[src/rtl/mem_copy_pkg.sv]
// Shared state encoding and default widths for the block-copy engine.
package mem_copy_pkg;

  localparam int DefaultW = 8;
  localparam int DefaultA = 8;

  typedef enum logic [1:0] {
    IDLE  = 2'd0,
    READ  = 2'd1,
    WRITE = 2'd2,
    DONE  = 2'd3
  } copy_state_t;

endpackage

[src/rtl/mem_port_mux.sv]
// Selects who drives the data memory port: the CPU when idle, the copy engine when busy.
module mem_port_mux #(
  parameter int W = 8,
  parameter int A = 8
) (
  input  logic         Reset,
  input  logic         Busy,
  input  logic         CpuMemWrite,
  input  logic [A-1:0] CpuAddr,
  input  logic [W-1:0] CpuDataIn,
  input  logic         EngMemWrite,
  input  logic [A-1:0] EngAddr,
  input  logic [W-1:0] EngDataIn,
  output logic         MemWrite,
  output logic [A-1:0] DataAddress,
  output logic [W-1:0] DataIn
);

  // Reset suppresses any write so a transfer cut short leaves no partial byte behind.
  always_comb begin
    MemWrite    = Busy ? EngMemWrite : CpuMemWrite;
    DataAddress = Busy ? EngAddr : CpuAddr;
    DataIn      = Busy ? EngDataIn : CpuDataIn;
    if (Reset) begin
      MemWrite = 1'b0;
    end
  end

endmodule

[src/rtl/mem_copy_engine.sv]
// Byte-serial block-copy engine: one read cycle then one write cycle per byte,
// with the CPU's memory request passed straight through whenever the engine is not busy.
module mem_copy_engine
  import mem_copy_pkg::*;
#(
  parameter int W = DefaultW,
  parameter int A = DefaultA
) (
  input  logic         Clk,
  input  logic         Reset,
  input  logic         Start,
  input  logic [A-1:0] SrcAddr,
  input  logic [A-1:0] DstAddr,
  input  logic [A-1:0] Len,
  input  logic         CpuMemWrite,
  input  logic [A-1:0] CpuAddr,
  input  logic [W-1:0] CpuDataIn,
  input  logic [W-1:0] MemDataOut,
  output logic         MemWrite,
  output logic [A-1:0] DataAddress,
  output logic [W-1:0] DataIn,
  output logic         Busy,
  output logic         Done
);

  copy_state_t  state_q;
  logic [A-1:0] srcAddr_q;
  logic [A-1:0] dstAddr_q;
  logic [A-1:0] len_q;
  logic [A-1:0] idx_q;
  logic [A-1:0] idx_d;
  logic [W-1:0] hold_q;

  logic         engMemWrite;
  logic [A-1:0] engAddr;

  assign idx_d = idx_q + A'(1);

  always_ff @(posedge Clk) begin
    if (Reset) begin
      state_q   <= IDLE;
      srcAddr_q <= '0;
      dstAddr_q <= '0;
      len_q     <= '0;
      idx_q     <= '0;
      hold_q    <= '0;
    end else begin
      case (state_q)
        IDLE: begin
          if (Start) begin
            if (Len != '0) begin
              srcAddr_q <= SrcAddr;
              dstAddr_q <= DstAddr;
              len_q     <= Len;
              idx_q     <= '0;
              state_q   <= READ;
            end else begin
              state_q <= DONE;
            end
          end
        end
        READ: begin
          hold_q  <= MemDataOut;
          state_q <= WRITE;
        end
        WRITE: begin
          idx_q   <= idx_d;
          state_q <= (idx_d == len_q) ? DONE : READ;
        end
        DONE: begin
          state_q <= IDLE;
        end
        default: begin
          state_q <= IDLE;
        end
      endcase
    end
  end

  assign Busy = (state_q == READ) || (state_q == WRITE);
  assign Done = (state_q == DONE);

  // Addresses wrap modulo 2**A through plain A-bit addition.
  assign engMemWrite = (state_q == WRITE);
  assign engAddr     = ((state_q == WRITE) ? dstAddr_q : srcAddr_q) + idx_q;

  mem_port_mux #(
    .W(W),
    .A(A)
  ) portMux (
    .Reset      (Reset),
    .Busy       (Busy),
    .CpuMemWrite(CpuMemWrite),
    .CpuAddr    (CpuAddr),
    .CpuDataIn  (CpuDataIn),
    .EngMemWrite(engMemWrite),
    .EngAddr    (engAddr),
    .EngDataIn  (hold_q),
    .MemWrite   (MemWrite),
    .DataAddress(DataAddress),
    .DataIn     (DataIn)
  );

endmodule
[config.mk]
export PLATFORM = sky130hd
export DESIGN_NAME = mem_copy_engine
export DESIGN_NICKNAME = d
export VERILOG_FILES = /design/src/rtl/mem_copy_pkg.sv /design/src/rtl/mem_port_mux.sv /design/src/rtl/mem_copy_engine.sv
export SDC_FILE = /design/constraint.sdc
export NUM_CORES = 1
export LEC_CHECK = 0
export CAP_MARGIN = 20
export CORE_ASPECT_RATIO = 0.5
export CORE_UTILIZATION = 43
export CTS_CLUSTER_DIAMETER = 30
export DETAILED_ROUTE_END_ITERATION = 16
export DONT_BUFFER_PORTS = 1
export PLACE_DENSITY_LB_ADDON = 0.2
export SLEW_MARGIN = 20
export SYNTH_ARGS = -nofsm -noshare
export SYNTH_HDL_FRONTEND = slang
export SYNTH_SLANG_ARGS = --single-unit
[constraint.sdc]
create_clock -name Clk -period 4.82 [get_ports Clk]
set_input_delay 0.723 -clock Clk [delete_from_list [all_inputs] [get_ports Clk]]
set_output_delay 0.723 -clock Clk [all_outputs]
set_load 0.01 [all_outputs]
After elaboration in Yosys (flattened, before gate mapping)
Index checks and enable logic that the tools add are counted.
- bits in registers: 42
- latch bits: 0
- bits in writable memories: 0
- ROM bits: 0
- bits of input ports: 52
- output and inout bits: 19
- word-level logic and storage cells: 32
- memories: 0
- add/sub/neg operators: 2
- multiply operators: 0
- div/mod/pow operators: 0
- $lt $le $gt $ge: 0
- equal/unequal tests: 6
- shifts and indexed selects: 0
- multiplexer cells: 12
- bitwise logic cells: 0
- reduce and logical (&&, ||, !) cells: 6
- operators by type and width (operator ; count):
    $mux 8 ; 5
    $pmux 8 s2 ; 1
    $add 8x1->8 const B ; 1
    $add 8x8->8 ; 1
    $eq 8x8->1 ; 1
    $pmux 2 s4 ; 1
    $reduce_bool 8->1 ; 1
    $mux 2 ; 3
    $reduce_and 3->1 ; 2
    $eq 2x2->1 const B ; 2
    $ne 2x2->1 const B ; 2
    $eq 2x1->1 const B ; 1
    $logic_not 2->1 ; 1
    $mux 1 ; 2
    $reduce_bool 2->1 ; 1
    $logic_or 1x1->1 ; 1

Logic depth before layout (Yosys ltp)
- depth after elaboration: 4
- mapped depth: 11
- mapped depth without buffers: 10

By module
A second synthesis with hierarchy kept.
- cells, all modules: 309
- area, all modules: 2570.0 um^2
- by module, submodules not included (module ; times used ; cells each ; area each (um^2) ; sequential area each (um^2)):
    mem_copy_engine ; 1 ; 289 ; 2311.0 ; 840.8
    mem_port_mux ; 1 ; 20 ; 259.0 ; 0.0

Worst setup path after synthesis
Ideal clock, no wire load.
- path kind: register to output
- from: reg state_q[0]
- to: out DataAddress[6]
- arrival: 2.886 ns
- required time: 4.097 ns
- path slack: 1.211 ns
- cell stages (with the launch flop): 12
- buffers on the path: 1
- cells stage by stage: dfxtp_1 -> inv_1 -> ha_1 -> clkbuf_1 -> mux2_1 -> ha_1 -> fa_1 -> a21o_1 -> a21o_1 -> a21oi_1 -> nor3_1 -> or3_1
- cells in the longest elaborated chain, start to end: 4
- RTL lines (what ; line ; RTL):
    start: declaration ; mem_copy_engine.sv:26 ; copy_state_t state_q;
    start signal: assignment ; mem_copy_engine.sv:68 ; state_q <= (idx_d == len_q) ? DONE : READ;
    $eq 2x2->1 ; mem_copy_engine.sv:80, mem_copy_engine.sv:85 ;
    $mux 8 ; mem_copy_engine.sv:85 ; assign engAddr = ((state_q == WRITE) ? dstAddr_q : srcAddr_q) + idx_q;
    $add 8x8->8 ; mem_copy_engine.sv:85 ;
    $mux 8 * ; mem_port_mux.sv:22 ; DataAddress = Busy ? EngAddr : CpuAddr;
    end: declaration ; mem_copy_engine.sv:20 ; output logic [A-1:0] DataAddress,
Mark *: on every way between the ends. The rest lies on a longest branch, timed or not.

Worst setup path in the final report
Ends and elaborated chain as after synthesis.

==> impl_metrics.csv <==
group,metric,value,unit
clocking,hold_buffers,0,
yosys,synthFlopType,"dfxtp_1",
min_path,holdPathEnd,"srcAddr_q[4]",
floorplan,ioPinCount,71,
flow_run,max_cap_violations,0,
finish,nNetsFinal,353,
yosys,synth_warnings,0,
sta,hold_viol,0,
sta,setup_viol,0,
sta,fin_crit,3.87,ns
floorplan,core,5630,sq um
floorplan,start_util,45.8,%
finish,area.growth.synth_to_final,5.67,%
sta,slew_violations,0,
clocking,post-cts-setup-buffers,0,
floorplan,die_y,56.8,um
clocking,cts_buffer_depth,2,
setup_path,rrSetupSlack,2.39,ns
setup_path,cp_max_fo,14,
sta,rsz0062_at_grt,"false",
setup_path,critical_path_class,"flip-flop to output port",
min_path,hold_class,"flip-flop to flip-flop",
power_and_ir_drop,total_power,1.48,mW
sta,period_share,80.2,%
yosys,async_flop_share,0,%
min_path,min_from,"srcAddr_q[4]",
yosys,yosysSeqAreaShare,32.6,%
setup_path,crit_arrival,3.14,ns
clocking,clk_pin_slew,0.06,ns
sta,fin_skew,0.00341,ns
setup_path,rr_startpoint,"state_q[1]",
route,first_pass_iters,10,
clocking,cts-root-buf,"clkbuf_16",
power_and_ir_drop,peakVddDrop,0.000372,V
finish,drive_gt1_share,12.1,%
finish,instances_no_fill,362,
grt,antenna_found_initial,0,
status,outcome,"complete, but fails checks",
status,violations,"DRC",
setup_path,cp_top_family,"adder cells",
route,drtIter0Drc,133,
floorplan,rows,19,
clocking,cts.htree.levels,2,
finish,final_cell_mix,"52 x nand2_1, 42 x dfxtp_1, 21 x a21oi_2",
sta,worstMarginPinSlew,0.922,ns
min_path,holdPathStages,2,
route,wl,5.82,mm
clocking,cts_resized,0,
grt,grt_first_pass_wirelength,9.45,mm
power_and_ir_drop,power_density,542,nW/um^2
yosys,synth_cells,297,
grt,grt_pass1_vias,2043,
yosys,synth_nets,362,
yosys,yosysUniqueCellTypes,45,
route,wl_per_cell,16.1,um
setup_path,path_buf_inv,2,
yosys,ys_ff_latch,42,
setup_path,reg2regPathDepth,6,
route,postRouteAntennaNets,0,
clocking,clkLatencyLatePin,0.29,ns
placement,dp_hpwl,4.32,mm
sta,slew_headroom,38.5,%
clocking,cts_tree,"done",
sta,max_freq,0.259,GHz
yosys,synth_area_per_cell,8.69,sq um
clocking,clock_sinks,42,
setup_path,required,4.10,ns
sta,setup-tns-final,0,ns
grt,track_usage,19.2,%
power_and_ir_drop,leakage,1.04,nW
setup_path,end_kind,"output port",
setup_path,cpMaxStageDelayCell,"or3_1",
grt,grt_max_degree,46,
clocking,cts_buffers,5,
floorplan,chipWidth,112,um
finish,diodes,0,
route,vias,2045,
route,viasPerCell,5.65,
yosys,synth_edf_count,0,
setup_path,crit_path_cell_trace,"inv_1 > ha_1 > buf_4 > mux2_1 > ha_1 > fa_1 > a21o_1 > a21o_1 > a21oi_1 > nor3_1 > or3_1",
sta,holdWs,0.448,ns
floorplan,die_area,6340,sq um
placement,place_congestion,0.819,
setup_path,cpPeakStageDelay,0.44,ns
finish,layout_commonest_cell,"nand2_1",
setup_path,crit_path_start_kind,"flip-flop",
route,drc,6,
placement,port_buffers,0,
setup_path,r2r-end,"idx_q[2]",
grt,overflow,0,
yosys,netlist_area,2580,sq um
placement,place_inst,354,
[worst max-delay path by stage]
stage,startpoint,endpoint,slack [ns],cells past startpoint
6_report,state_q[0],DataAddress[6],0.95,11
5_1_grt,state_q[0],DataAddress[6],0.83,11
3_3_place_gp,state_q[0],DataAddress[6],1.35,11
3_5_place_dp,state_q[0],DataAddress[6],1.25,11
4_1_cts,state_q[0],DataAddress[6],0.95,11
2_1_floorplan,state_q[0],DataAddress[6],1.21,11
[layout make-up]
type / count / area (sq um)
Clock inverter: 1 / 5.00
Clock buffer: 7 / 143
Timing Repair Buffer: 1 / 7.51
Multi-Input combinational cell: 226 / 1600
Inverter: 12 / 45.0
Tap cell: 73 / 91.3
Sequential cell: 42 / 841
Fill cell: 538 / 2910
[kinds of logic (layout without fill, tap and decap cells)]
| group | Yosys count | in the layout | synth area share (%) |
|---|---|---|---|
| XOR/XNOR | 15 | 15 | 5.09 |
| multiplexers | 30 | 30 | 12.6 |
| flip-flops | 42 | 42 | 32.6 |
| buffers and inverters | 29 | 21 | 5.62 |
| adder cells (fa/ha/maj) | 13 | 13 | 6.59 |
| AO/OA/AOI/OAI | 69 | 69 | 20.6 |
| AND/OR/NAND/NOR | 99 | 99 | 17.0 |
[per-stage QoR]
stage	instance area, sq um	setup slack [ns]	util, %
after detailed placement	2580	1.25	45.8
after global routing	2730	0.831	48.4
final	2730	0.953	48.4
after global placement	2580	1.35	45.8
after floorplan	2580	1.21	-
after CTS	2730	0.948	48.4
[synth_stat cells, drive strengths merged, types with 4 or more instances]
cell type | count | area [sq um]
nand2 | 53 | 201
dfxtp | 42 | 841
a21oi | 35 | 254
nor2 | 20 | 75.1
mux2 | 19 | 214
ha | 12 | 150
inv | 12 | 45.0
mux2i | 11 | 110
xnor2 | 11 | 96.3
buf | 10 | 73.8
clkbuf | 7 | 26.3
nor3 | 7 | 35.0
a211oi | 6 | 45.0
o21ai | 6 | 33.8
o32ai | 6 | 52.6
nand3 | 5 | 25.0
a21o | 4 | 30.0
or3 | 4 | 25.0
xor2 | 4 | 35.0
[worst register-to-register path, stage by stage, from the launching register on]
cell and delay [ns]:
dfxtp_1 0.32, inv_1 0.10, ha_1 0.57, o211a_1 0.77, o21ai_1 0.14, mux2_1 0.32, o32ai_1 0.11
[state kept, by name, indices dropped and copies added, names as in the netlist]
| register | count |
|---|---|
| hold_q | 8 |
| state_q | 2 |
| idx_q | 8 |
| dstAddr_q | 8 |
| srcAddr_q | 8 |
| len_q | 8 |
[metal layers]
| layer | up-vias | wire length (um) | track usage (%) | share of wire (%) |
|---|---|---|---|---|
| li1 | 1022 | - | - | - |
| met1 | 949 | 2820 | 23.9 | 48 |
| met2 | 65 | 2580 | 32.2 | 44 |
| met3 | 9 | 315 | 5.08 | 5.4 |
| met4 | 0 | 97 | 6.56 | 1.7 |
| met5 | - | 0 | 0 | 0 |
[report_power, final]
group | leakage, nW | switching [mW] | internal, mW
Clock | 0.0739 | 0.135 | 0.205
Sequential | 0.343 | 0.0432 | 0.413
Combinational | 0.620 | 0.433 | 0.251
Note: power is estimated with default switching activity, not from simulation.
